===== src/rtl/dmem_ctrl_if.sv =====
// Word-wide req/ack data-memory bus between dmem_ctrl (master) and the memory (slave).
interface dmem_ctrl_if #(
    parameter int unsigned AW = 32,
    parameter int unsigned DW = 32
);
    logic          bus_req;
    logic          bus_we;
    logic [AW-1:0] bus_addr;
    logic [DW-1:0] bus_wdata;
    logic          bus_ack;
    logic [DW-1:0] bus_rdata;

    modport master (
        output bus_req, bus_we, bus_addr, bus_wdata,
        input  bus_ack, bus_rdata
    );

    modport slave (
        input  bus_req, bus_we, bus_addr, bus_wdata,
        output bus_ack, bus_rdata
    );
endinterface


===== src/rtl/dmem_ctrl.sv =====
// Data-memory access controller: turns the datapath's load/store strobes into one
// req/ack bus transaction, stalls the datapath meanwhile, flags misalignment and timeouts.
module dmem_ctrl #(
    parameter int unsigned   AW       = 32,
    parameter int unsigned   DW       = 32,
    parameter int unsigned   TIMEOUT  = 16,
    parameter logic [DW-1:0] ERR_DATA = 32'hDEAD_BEEF
) (
    input  logic          clk,
    input  logic          reset,
    input  logic          memread,
    input  logic          memwrite,
    input  logic [AW-1:0] addr,
    input  logic [DW-1:0] wdata,
    output logic [DW-1:0] rdata,
    output logic          stall,
    output logic          misalign,
    output logic          bus_err,
    dmem_ctrl_if.master   bus
);

    typedef enum logic [1:0] {
        StIdle,
        StBusy,
        StDone
    } state_e;

    localparam logic [15:0] CntLast = 16'(TIMEOUT - 1);

    state_e      state_q;
    logic [15:0] cnt_q;
    logic        access;
    logic        aligned;

    always_comb begin
        access  = memread | memwrite;
        aligned = (addr[1:0] == 2'b00);
        // Stall starts in the request cycle itself so the PC never advances past the access.
        stall   = (state_q == StBusy) || ((state_q == StIdle) && access && aligned);
    end

    always_ff @(posedge clk or negedge reset) begin
        if (!reset) begin
            state_q       <= StIdle;
            cnt_q         <= '0;
            rdata         <= '0;
            misalign      <= 1'b0;
            bus_err       <= 1'b0;
            bus.bus_req   <= 1'b0;
            bus.bus_we    <= 1'b0;
            bus.bus_addr  <= '0;
            bus.bus_wdata <= '0;
        end else begin
            misalign <= 1'b0;
            case (state_q)
                StIdle: begin
                    if (access) begin
                        if (aligned) begin
                            bus.bus_addr  <= {addr[AW-1:2], 2'b00};
                            bus.bus_wdata <= wdata;
                            bus.bus_we    <= memwrite;
                            bus.bus_req   <= 1'b1;
                            cnt_q         <= '0;
                            state_q       <= StBusy;
                        end else begin
                            // Rejected: loads return zero, stores are simply dropped.
                            misalign <= 1'b1;
                            if (!memwrite) begin
                                rdata <= '0;
                            end
                        end
                    end
                end
                StBusy: begin
                    if (bus.bus_ack) begin
                        if (!bus.bus_we) begin
                            rdata <= bus.bus_rdata;
                        end
                        bus.bus_req <= 1'b0;
                        cnt_q       <= '0;
                        state_q     <= StDone;
                    end else if (cnt_q == CntLast) begin
                        if (!bus.bus_we) begin
                            rdata <= ERR_DATA;
                        end
                        bus_err     <= 1'b1;
                        bus.bus_req <= 1'b0;
                        cnt_q       <= '0;
                        state_q     <= StDone;
                    end else begin
                        cnt_q <= cnt_q + 16'd1;
                    end
                end
                StDone: begin
                    // Retiring instruction's strobes are still up here; ignore them.
                    state_q <= StIdle;
                end
                default: begin
                    state_q <= StIdle;
                end
            endcase
        end
    end

endmodule


===== src/flat_wrapper.sv =====
// flat-port wrapper written by rule: the top's interface ports become plain ports
module dmem_ctrl_flat 
#(
    parameter int unsigned   AW       = 32,
    parameter int unsigned   DW       = 32,
    parameter int unsigned   TIMEOUT  = 16,
    parameter logic [DW-1:0] ERR_DATA = 32'hDEAD_BEEF
)
  (clk, reset, memread, memwrite, addr, wdata, rdata, stall, misalign, bus_err, bus_bus_req, bus_bus_we, bus_bus_addr, bus_bus_wdata, bus_bus_ack, bus_bus_rdata);
  dmem_ctrl_if #(.AW(AW), .DW(DW)) bus_i ();
  input  logic clk;
  input  logic reset;
  input  logic memread;
  input  logic memwrite;
  input  logic [AW-1:0] addr;
  input  logic [DW-1:0] wdata;
  output logic [DW-1:0] rdata;
  output logic stall;
  output logic misalign;
  output logic bus_err;
  output wire logic [$bits(bus_i.bus_req)-1:0] bus_bus_req;
  output wire logic [$bits(bus_i.bus_we)-1:0] bus_bus_we;
  output wire logic [$bits(bus_i.bus_addr)-1:0] bus_bus_addr;
  output wire logic [$bits(bus_i.bus_wdata)-1:0] bus_bus_wdata;
  input wire logic [$bits(bus_i.bus_ack)-1:0] bus_bus_ack;
  input wire logic [$bits(bus_i.bus_rdata)-1:0] bus_bus_rdata;
  assign bus_bus_req = bus_i.bus_req;
  assign bus_bus_we = bus_i.bus_we;
  assign bus_bus_addr = bus_i.bus_addr;
  assign bus_bus_wdata = bus_i.bus_wdata;
  assign bus_i.bus_ack = bus_bus_ack;
  assign bus_i.bus_rdata = bus_bus_rdata;
  dmem_ctrl #(.AW(AW), .DW(DW), .TIMEOUT(TIMEOUT), .ERR_DATA(ERR_DATA)) u_core (.clk(clk), .reset(reset), .memread(memread), .memwrite(memwrite), .addr(addr), .wdata(wdata), .rdata(rdata), .stall(stall), .misalign(misalign), .bus_err(bus_err), .bus(bus_i));
endmodule

===== config.mk =====
export PLATFORM = sky130hd
export DESIGN_NAME = dmem_ctrl_flat
export DESIGN_NICKNAME = d
export VERILOG_FILES = /design/src/rtl/dmem_ctrl_if.sv /design/src/rtl/dmem_ctrl.sv /design/src/flat_wrapper.sv
export SDC_FILE = /design/constraint.sdc
export NUM_CORES = 1
export LEC_CHECK = 0
export CORE_ASPECT_RATIO = 0.8
export CORE_UTILIZATION = 43
export DETAILED_ROUTE_END_ITERATION = 6
export PLACE_DENSITY = 0.8
export SETUP_SLACK_MARGIN = 0.2
export SLEW_MARGIN = 20
export SYNTH_ARGS = -nofsm -noshare
export SYNTH_HDL_FRONTEND = slang
export SYNTH_SLANG_ARGS = --single-unit

===== constraint.sdc =====
create_clock -name clk -period 2.3 [get_ports clk]
set_clock_uncertainty 0.15 [all_clocks]
set_input_delay 0.46 -clock clk [delete_from_list [all_inputs] [get_ports clk]]
set_output_delay 0.46 -clock clk [all_outputs]
set_load 0.01 [all_outputs]

; Word-level counts from Yosys, hierarchy flattened
; Cells that the tools add are included.
; W data, S select, Z words.
[totals]
regBits = 116
input_bits = 101
elab_cells = 58
[op_classes]
add_sub_neg = 1
eq_ne = 8
muxes = 26
n_bitwise = 2
n_reduce_logical = 12
[op_table]
columns = operator, n
row1 = $mux W32, 7
row2 = $mux W16, 4
row3 = $pmux W32 S2, 1
row4 = $pmux W16 S2, 1
row5 = $add A16 B1 Y16 const B, 1
row6 = $eq A16 B4 Y1 const B, 1
row7 = $reduce_and A3 Y1, 4
row8 = $mux W2, 4
row9 = $mux W1, 7
row10 = $ne A2 B2 Y1 const B, 3
row11 = $reduce_and A6 Y1, 1
row12 = $logic_not A2 Y1, 2
row13 = $ne A2 B1 Y1 const B, 2
row14 = $pmux W2 S2, 1
row15 = $reduce_and A4 Y1, 1
row16 = $ne A3 B3 Y1 const B, 1
row17 = $eq A2 B1 Y1 const B, 1
row18 = $logic_and A1 B1 Y1, 2
row19 = $pmux W1 S2, 1
row20 = $reduce_bool A2 Y1, 1
row21 = $logic_or A1 B1 Y1, 1
row22 = $not A1 Y1, 1
row23 = $or A1 B1 Y1, 1

; Logic depth before layout (Yosys ltp)
; Gate-level depths: netlist (run 1).
[depth]
depth_word = 4
mapped_depth = 7
mapped_depth_nobuf = 5

; Worst setup path before layout (run 1)
; No wires, ideal clock.
[synth_timing]
path_kind = register to register
startpoint = register u_core.cnt_q[0]
endpoint = register u_core.rdata[14]
setup_ps = 125
arrival_time_ps = 1801
slack_ps = 224
stages_incl_launch_ff = 7
n_path_buf = 1
synth_period_minus_slack_ps = 2076
cell_sequence = dfrtp_1 ha_1 and3_1 nand4_1 buf_2 a211oi_4 mux2_2
[synth_between]
elab_chain_len = 3
[synth_rtl]
columns = element, line
row1 = "start, declared", dmem_ctrl.sv:31  ; logic [15:0] cnt_q;
row2 = "start signal, assigned", dmem_ctrl.sv:91  ; cnt_q <= cnt_q + 16'd1;
row3 = $eq A16 B4 Y1, dmem_ctrl.sv:82  ; end else if (cnt_q == CntLast) begin
row4 = $ne A3 B3 Y1 (no line), n/a
row5 = $reduce_and A6 Y1 (no line), n/a
row6 = "end signal, assigned", dmem_ctrl.sv:77  ; rdata <= bus.bus_rdata;
row7 = "end, declared", dmem_ctrl.sv:15  ; output logic [DW-1:0] rdata,
; Every way passes these cells.
; A chain may end at the register's enable or synchronous reset.

; Final worst setup path (run 1)
[layout_timing]
startpoint = register u_core.state_q[0]
endpoint = register u_core.rdata[10]
[layout_between]
elab_chain_len = 3
[layout_rtl]
columns = element, line
row1 = "start, declared", dmem_ctrl.sv:30  ; state_e state_q;
row2 = "start signal, assigned", dmem_ctrl.sv:44  ; state_q <= StIdle;
row3 = "start signal, assigned", dmem_ctrl.sv:64  ; state_q <= StBusy;
row4 = "start signal, assigned", dmem_ctrl.sv:81  ; state_q <= StDone;
row5 = $eq A2 B1 Y1 / $logic_not A2 Y1 (equally long branches), dmem_ctrl.sv:55  ; case (state_q)
row6 = "$ne A3 B3 Y1 (no line), or another cell as far along", n/a
row7 = $reduce_and A6 Y1 (no line), n/a
; Parallel ways exist; a longest one is shown, timed or not.

==> results of run 1 <==
## synth_stat cells (6+ instances only)
| cell type | count |
|---|---|
| nand2_1 | 10 |
| buf_2 | 12 |
| nor2_1 | 7 |
| mux2_2 | 70 |
| and3_1 | 12 |
| a31oi_1 | 19 |
| inv_1 | 6 |
| clkbuf_1 | 11 |
| dfrtp_1 | 116 |
| nand3_1 | 7 |
| o21ai_0 | 28 |
| a2bb2oi_1 | 24 |
| nor4_1 | 8 |
## registers in the layout, indices dropped and copies added (netlist names)
signal / cells
u_core.bus.bus_addr: 30
u_core.bus.bus_req: 1
u_core.bus.bus_wdata: 32
u_core.bus.bus_we: 1
u_core.bus_err: 1
u_core.cnt_q: 16
u_core.misalign: 1
u_core.rdata: 32
u_core.state_q: 2
## timing repair
item | 4_1_cts | 5_1_grt
hold endpoints to repair | 31 | 0
cloned | 1 | 2
hold buffers | 1 | 0
buffers inserted | 4 | 3
gates resized for setup | 19 | 42
setup endpoints to repair | 35 | 53
pin swaps | 4 | 5
## area by class of cell
type	count	area share, %
sequential	116	35.25
timing repair buffer	238	29.67
multi-input combinational	228	24.97
clock buffer	21	5.824
tap	144	2.184
clock inverter	9	1.835
inverter	6	0.2730
## placed cells by master (no fill, tap or decap), types with 3 or more instances in the layout
cell type	instances
clkdlybuf4s50_1	193
dfrtp_1	112
mux2_2	62
o21ai_0	28
buf_4	24
a2bb2oi_2	22
a31oi_1	19
clkbuf_16	19
and3_1	11
nand2_1	10
mux2_4	8
nand3_1	7
buf_12	7
inv_1	6
o211ai_1	5
nor4_1	5
nor2_1	5
nand3b_1	5
buf_6	5
clkbuf_8	4
bufinv_16	4
dfrtp_2	4
a41oi_1	3
clkinv_2	3
dlymetal6s2s_1	3
## logic make-up (layout without fill, tap and decap cells)
| family | count (synthesis) | count (layout) | share of synthesized area [%] |
|---|---|---|---|
| AO/OA/AOI/OAI | 91 | 91 | 13.32 |
| multiplexers | 70 | 70 | 16.23 |
| adder cells (fa/ha/maj) | 1 | 1 | 0.2576 |
| other | 1 | 2 | 0.07723 |
| flip-flops | 116 | 116 | 59.78 |
| AND/OR/NAND/NOR | 64 | 64 | 7.395 |
| buffers and inverters | 32 | 274 | 2.937 |
## through the flow
step                worst slack [ns]  instance area [um^2]  TNS, ns  utilization [%]
floorplan                     0.2242                  4860        0                -
global placement             -0.3112                  7213   -11.62            65.98
detailed placement           -0.3159                  7213   -11.82            65.98
CTS                           0.1863                  7974        0            72.93
global route                  0.1535                  8249        0            75.45
finish                        0.2174                  8249        0            75.45
## critical path: cells and delay by family (launching register included)
kind,cells,cell delay (ns)
flip-flops,1,0.45
AO/OA/AOI/OAI,3,0.82
buffers and inverters,3,0.43
AND/OR/NAND/NOR,1,0.16
## power by group through the flow
stage	Clock, uW	Sequential, uW	Combinational [uW]
4_1_cts	2860	3080	2990
2_1_floorplan	0	3340	803
3_5_place_dp	0	3080	2890
6_report	2830	3120	3150
3_3_place_gp	0	3050	2820
5_1_grt	2960	3200	3330
## how the worst min path moves through the flow
stage | to | cells after the start | from | slack, ns
CTS | u_core.bus_err | 1 | u_core.bus_err | 0.34
detailed placement | u_core.bus.bus_wdata[9] | 1 | reset | 0.30
global placement | u_core.bus.bus_wdata[9] | 1 | reset | 0.30
global route | u_core.bus.bus_we | 4 | memread | 0.37
floorplan | u_core.bus.bus_addr[10] | 0 | reset | 0.01
finish | u_core.bus_err | 1 | u_core.bus_err | 0.33
## layer usage
layer	vias up	GRT usage (%)
li1	1866	-
met1	2113	28.92
met2	199	43.15
met3	29	12.09
met4	0	9.022
met5	-	0
==> impl_metrics.json, run 1 <==
{
  "chipHeight_um": 97.05,
  "switching_share_pct": 27.77,
  "port_buffers": 199,
  "synth_top_cells_by_area": "dfrtp_1 (60%), mux2_2 (16%), a2bb2oi_1 (4.3%)",
  "multi_input_area_um2": 2059,
  "slowest_stage": "dfrtp_2",
  "synth.distinct_cells": 39,
  "endpoint": "u_core.rdata[10]",
  "numCtsBuffers": 17,
  "drt-initial-drc-count": 146,
  "clock_latency_ns": 0.41,
  "grt_antenna_before_repair": 0,
  "r2r-end": "u_core.rdata[10]",
  "slew_headroom_pct": 57.77,
  "outcome": "finished, final reports clean",
  "via_per_inst": 5.521,
  "grt_pass1_vias": 4430,
  "crit_top_cell": "buf_6",
  "hold_violations": 0,
  "io-pin-count": 202,
  "finalCriticalPeriod_ns": 2.083,
  "period_share_pct": 90.55,
  "drt-pass1-iter-count": 4,
  "yosysSeqAreaShare_pct": 59.78,
  "worstSetupPathType": "reg2reg",
  "grt_use_total_pct": 25.85,
  "startpoint_type": "flip-flop",
  "finalMaxSlewViolations": 0,
  "wl_per_cell_um": 19.77,
  "power_density_nw_per_um2": 1103,
  "synth_flop_cell": "dfrtp_1",
  "cts_tree": "done",
  "worstPathMaxFanout": 6,
  "worst_slew_pin_slew_ns": 0.6276,
  "avgSynthCellArea_um2": 12.95,
  "dr_wl_met3_um": 1419,
  "htree_levels": 4,
  "p_int_uw": 6573,
  "grt_pass1_wl_um": 22920,
  "placed_cells": 721,
  "clock-sinks": 116,
  "clk_pin_slew_ns": 0.06,
  "start_util_pct": 44.42,
  "worstSetupEndpointType": "flip-flop",
  "crit_path_start": "u_core.state_q[0]",
  "die_area_um2": 11720,
  "core_area_um2": 10930,
  "setup_viol": 0,
  "p_total_uw": 9100,
  "p_sw_uw": 2527,
  "path_cells": "nand2b_1 > o32a_1 > buf_6 > a211oi_4 > buf_6 > buf_16 > a2bb2oi_1",
  "yosysTopAreaCell": "dfrtp_1",
  "r2r_slack_ns": 0.22,
  "root_buffer": "clkbuf_16",
  "postRouteAntennaNets": 0,
  "gp_congestion": 0.9291,
  "wl_um": 15060,
  "clockBufferDepth": 2,
  "peakVddDrop_mv": 0.7671,
  "synthArstFlopShare_pct": 100.0,
  "p_leak_uw": 0.003426,
  "hpwl_um": 9693,
  "yosys_warnings": 0,
  "route.detailed.drc": 0,
  "hold_class": "reg2reg",
  "grt-ovfl-total": 0,
  "r2r-start": "u_core.state_q[0]",
  "syn_area_um2": 4856,
  "grt_max_degree": 39,
  "drive_gt1_share_pct": 29.13,
  "syn_inst": 375,
  "wl_met2_um": 7660,
  "p_clk_share_pct": 31.1,
  "holdWs_ns": 0.3281,
  "max_cap_viol_count": 0,
  "finalNetCount": 709,
  "synthToLayoutAreaGrowth_pct": 69.88,
  "combPwrFrac_pct": 34.6,
  "synth-edff-count": 0,
  "top_layer_used": "met4",
  "layoutNonFillerInstCount": 762,
  "synth-seq-cells": 116,
  "yosys.area.top_type_share_pct": 59.78,
  "slowest_delay_ns": 0.45,
  "regArea_um2": 2908,
  "pwr-share-seq_pct": 34.3,
  "core.rowCount": 34,
  "crit_arrival_ns": 2.27,
  "die_w_um": 120.8,
  "wl_met1_um": 5639,
  "num_vias": 4207,
  "fmax_ghz": 0.4802,
  "cp_data_required_time_ns": 2.48,
  "fillCellCount": 644,
  "rsz0062_at_grt": "no",
  "diodes": 0,
  "reg2regPathDepth": 7
}
(Power assumes the default switching activity.)
==> run 2, diff against run 1 <==
--- a/config.mk
+++ b/config.mk
@@ -6,9 +6,10 @@
 export NUM_CORES = 1
 export LEC_CHECK = 0
 export CORE_ASPECT_RATIO = 0.8
-export CORE_UTILIZATION = 43
+export CORE_UTILIZATION = 40
 export DETAILED_ROUTE_END_ITERATION = 6
-export PLACE_DENSITY = 0.8
+export HOLD_SLACK_MARGIN = 0.08
+export PLACE_DENSITY = 0.76
 export SETUP_SLACK_MARGIN = 0.2
 export SLEW_MARGIN = 20
 export SYNTH_ARGS = -nofsm -noshare
==> run 2 against run 1 <==
The flow now finishes with violations (design-rule violations). First-iteration DRC count increased by 47%. Cell count increased by 1.6%. Count of clock-buffer cells in the layout decreased by 3. Die area increased by 7.4%. Via count decreased by 3.1%. Combinational power decreased by 3%. Cell area decreased by 1.2%. Critical path type unchanged. Critical endpoint is now u_core.rdata[17]. Largest power group is now registers.
==> impl_metrics.json, run 2 (synthesis results as in run 1) <==
{
  "outcome": "finished with violations",
  "violations": "design-rule violations",
  "grt_antenna_before_repair": 0,
  "clock-sinks": 116,
  "htree_levels": 4,
  "r2r_slack_ns": 0.15,
  "wl_per_cell_um": 17.93,
  "clk_pin_slew_ns": 0.05,
  "numCtsBuffers": 17,
  "worst_slew_pin_slew_ns": 0.6372,
  "finalMaxSlewViolations": 0,
  "synthToLayoutAreaGrowth_pct": 67.89,
  "max_cap_viol_count": 0,
  "peakVddDrop_mv": 0.6407,
  "top_regs": "u_core.bus.bus_wdata (32), u_core.rdata (32), u_core.bus.bus_addr (30)",
  "cp_data_required_time_ns": 2.44,
  "crit_arrival_ns": 2.29,
  "clockBufferDepth": 2,
  "layout_commonest_cell": "clkdlybuf4s50_1",
  "drive_gt1_share_pct": 29.07,
  "power_density_nw_per_um2": 1040,
  "r2r-end": "u_core.rdata[17]",
  "use_met3_pct": 6.316,
  "worstSetupEndpointType": "flip-flop",
  "period_share_pct": 93.57,
  "drt-initial-drc-count": 215,
  "worstHoldStart": "memwrite",
  "fillCellCount": 814,
  "slew_headroom_pct": 57.13,
  "diodes": 0,
  "hold_violations": 0,
  "gp_congestion": 0.8046,
  "grt_busiest_layer": "met2",
  "use_met1_pct": 28.43,
  "grt_pass1_vias": 4055,
  "die_w_um": 125.2,
  "root_buffer": "clkbuf_16",
  "wl_um": 13880,
  "placed_cells": 728,
  "dp_slack_ns": -0.3002,
  "chipHeight_um": 100.6,
  "finalCriticalPeriod_ns": 2.152,
  "grt_use_total_pct": 21.93,
  "setup_viol": 0,
  "die_area_um2": 12590,
  "io-pin-count": 202,
  "core.rowCount": 35,
  "worstSetupPathType": "reg2reg",
  "holdWs_ns": 0.3062,
  "layoutNonFillerInstCount": 774,
  "fmax_ghz": 0.4647,
  "gr-usage-met2_pct": 34.51,
  "worst_slack_ns": 0.1480,
  "postRouteAntennaNets": 0,
  "hold_class": "in2reg",
  "hpwl_um": 9259,
  "startpoint_type": "flip-flop",
  "p_leak_uw": 0.003387,
  "grt-ovfl-total": 0,
  "cts_tree": "done",
  "num_vias": 4076,
  "start_util_pct": 41.69,
  "reg2regPathDepth": 7,
  "hold_path_end": "u_core.bus.bus_we",
  "hold_depth": 3,
  "layout_common_cells": "clkdlybuf4s50_1 (195), dfrtp_1 (116), mux2_2 (62), buf_4 (33), o21ai_0 (28)",
  "core_area_um2": 11650,
  "r2r-start": "u_core.cnt_q[0]",
  "rsz0062_at_grt": "yes",
  "port_buffers": 199,
  "grt_max_degree": 52,
  "finalNetCount": 715,
  "clock_latency_ns": 0.41,
  "grt_pass1_wl_um": 21250,
  "route.detailed.drc": 26,
  "worstPathMaxFanout": 8,
  "via_per_inst": 5.266,
  "drt-pass1-iter-count": 6
}
-- run 2: changes by cell type in the layout (fill, tap and decap cells not counted), sizes merged --
cell	delta
clkinvlp	+3
clkbuf	-3
clkinv	+6
clkdlybuf4s50	+2
bufinv	-4
dlygate4sd2	-1
buf	+6
dlymetal6s2s	-1
-- run 2: area by class of cell --
cell class | instances | area [um^2] | share of cell area (%)
clock buffer | 18 | 429.2 | 5.264
tap | 148 | 185.2 | 2.271
inverter | 6 | 22.52 | 0.2762
timing repair buffer | 244 | 2480 | 30.42
sequential | 116 | 2903 | 35.60
clock inverter | 14 | 91.34 | 1.120
multi-input combinational | 228 | 2042 | 25.05
-- run 2: worst max path at each step --
| stage | cells past startpoint | from | slack, ns | endpoint |
|---|---|---|---|---|
| after global routing | 6 | u_core.cnt_q[14] | 0.05 | u_core.rdata[17] |
| final | 7 | u_core.cnt_q[0] | 0.15 | u_core.rdata[17] |
| after detailed placement | 5 | memread | -0.30 | stall |
| after floorplan | 6 | u_core.cnt_q[0] | 0.22 | u_core.rdata[14] |
| after CTS | 6 | u_core.cnt_q[6] | 0.15 | u_core.rdata[17] |
| after global placement | 5 | memread | -0.26 | stall |
-- run 2: through the flow --
stage	instance area (um^2)	total power, uW	TNS (ns)	utilization [%]
3_3_place_gp	7231	5866	-8.649	62.07
4_1_cts	7908	8336	0	67.88
5_1_grt	8153	8881	0	69.99
2_1_floorplan	4860	4144	0	-
6_report	8153	8479	0	69.99
3_5_place_dp	7231	5934	-12.55	62.07
-- run 2: power breakdown --
group	total [uW]	switching (uW)	internal (uW)	leakage (uW)
sequential	3110	421	2690	0.00144
clock	2300	939	1360	0.000251
combinational	3070	1110	1960	0.00170
total	8480	2470	6010	0.00339
-- run 2: what timing repair did --
item,in CTS,in global routing
gates resized for setup,22,28
hold buffers,1,0
cloned,1,2
hold endpoints to repair,24,0
pin swaps,6,9
setup endpoints to repair,35,35
setup buffers,5,5
-- run 2: critical path, cell delays in order (launching register included) --
cell      delay, ns
dfrtp_1        0.39
ha_2           0.19
and3_1         0.18
nand4_1        0.19
buf_4          0.21
a211oi_4       0.24
buf_12         0.18
mux2_4         0.30
-- run 2: routing by layer --
metal	part of all wire, %	vias up	wire (um)
li1	-	1887	-
met1	43	1982	6028
met2	47	186	6549
met3	7.2	21	1000
met4	2.1	0	296
met5	0	-	0
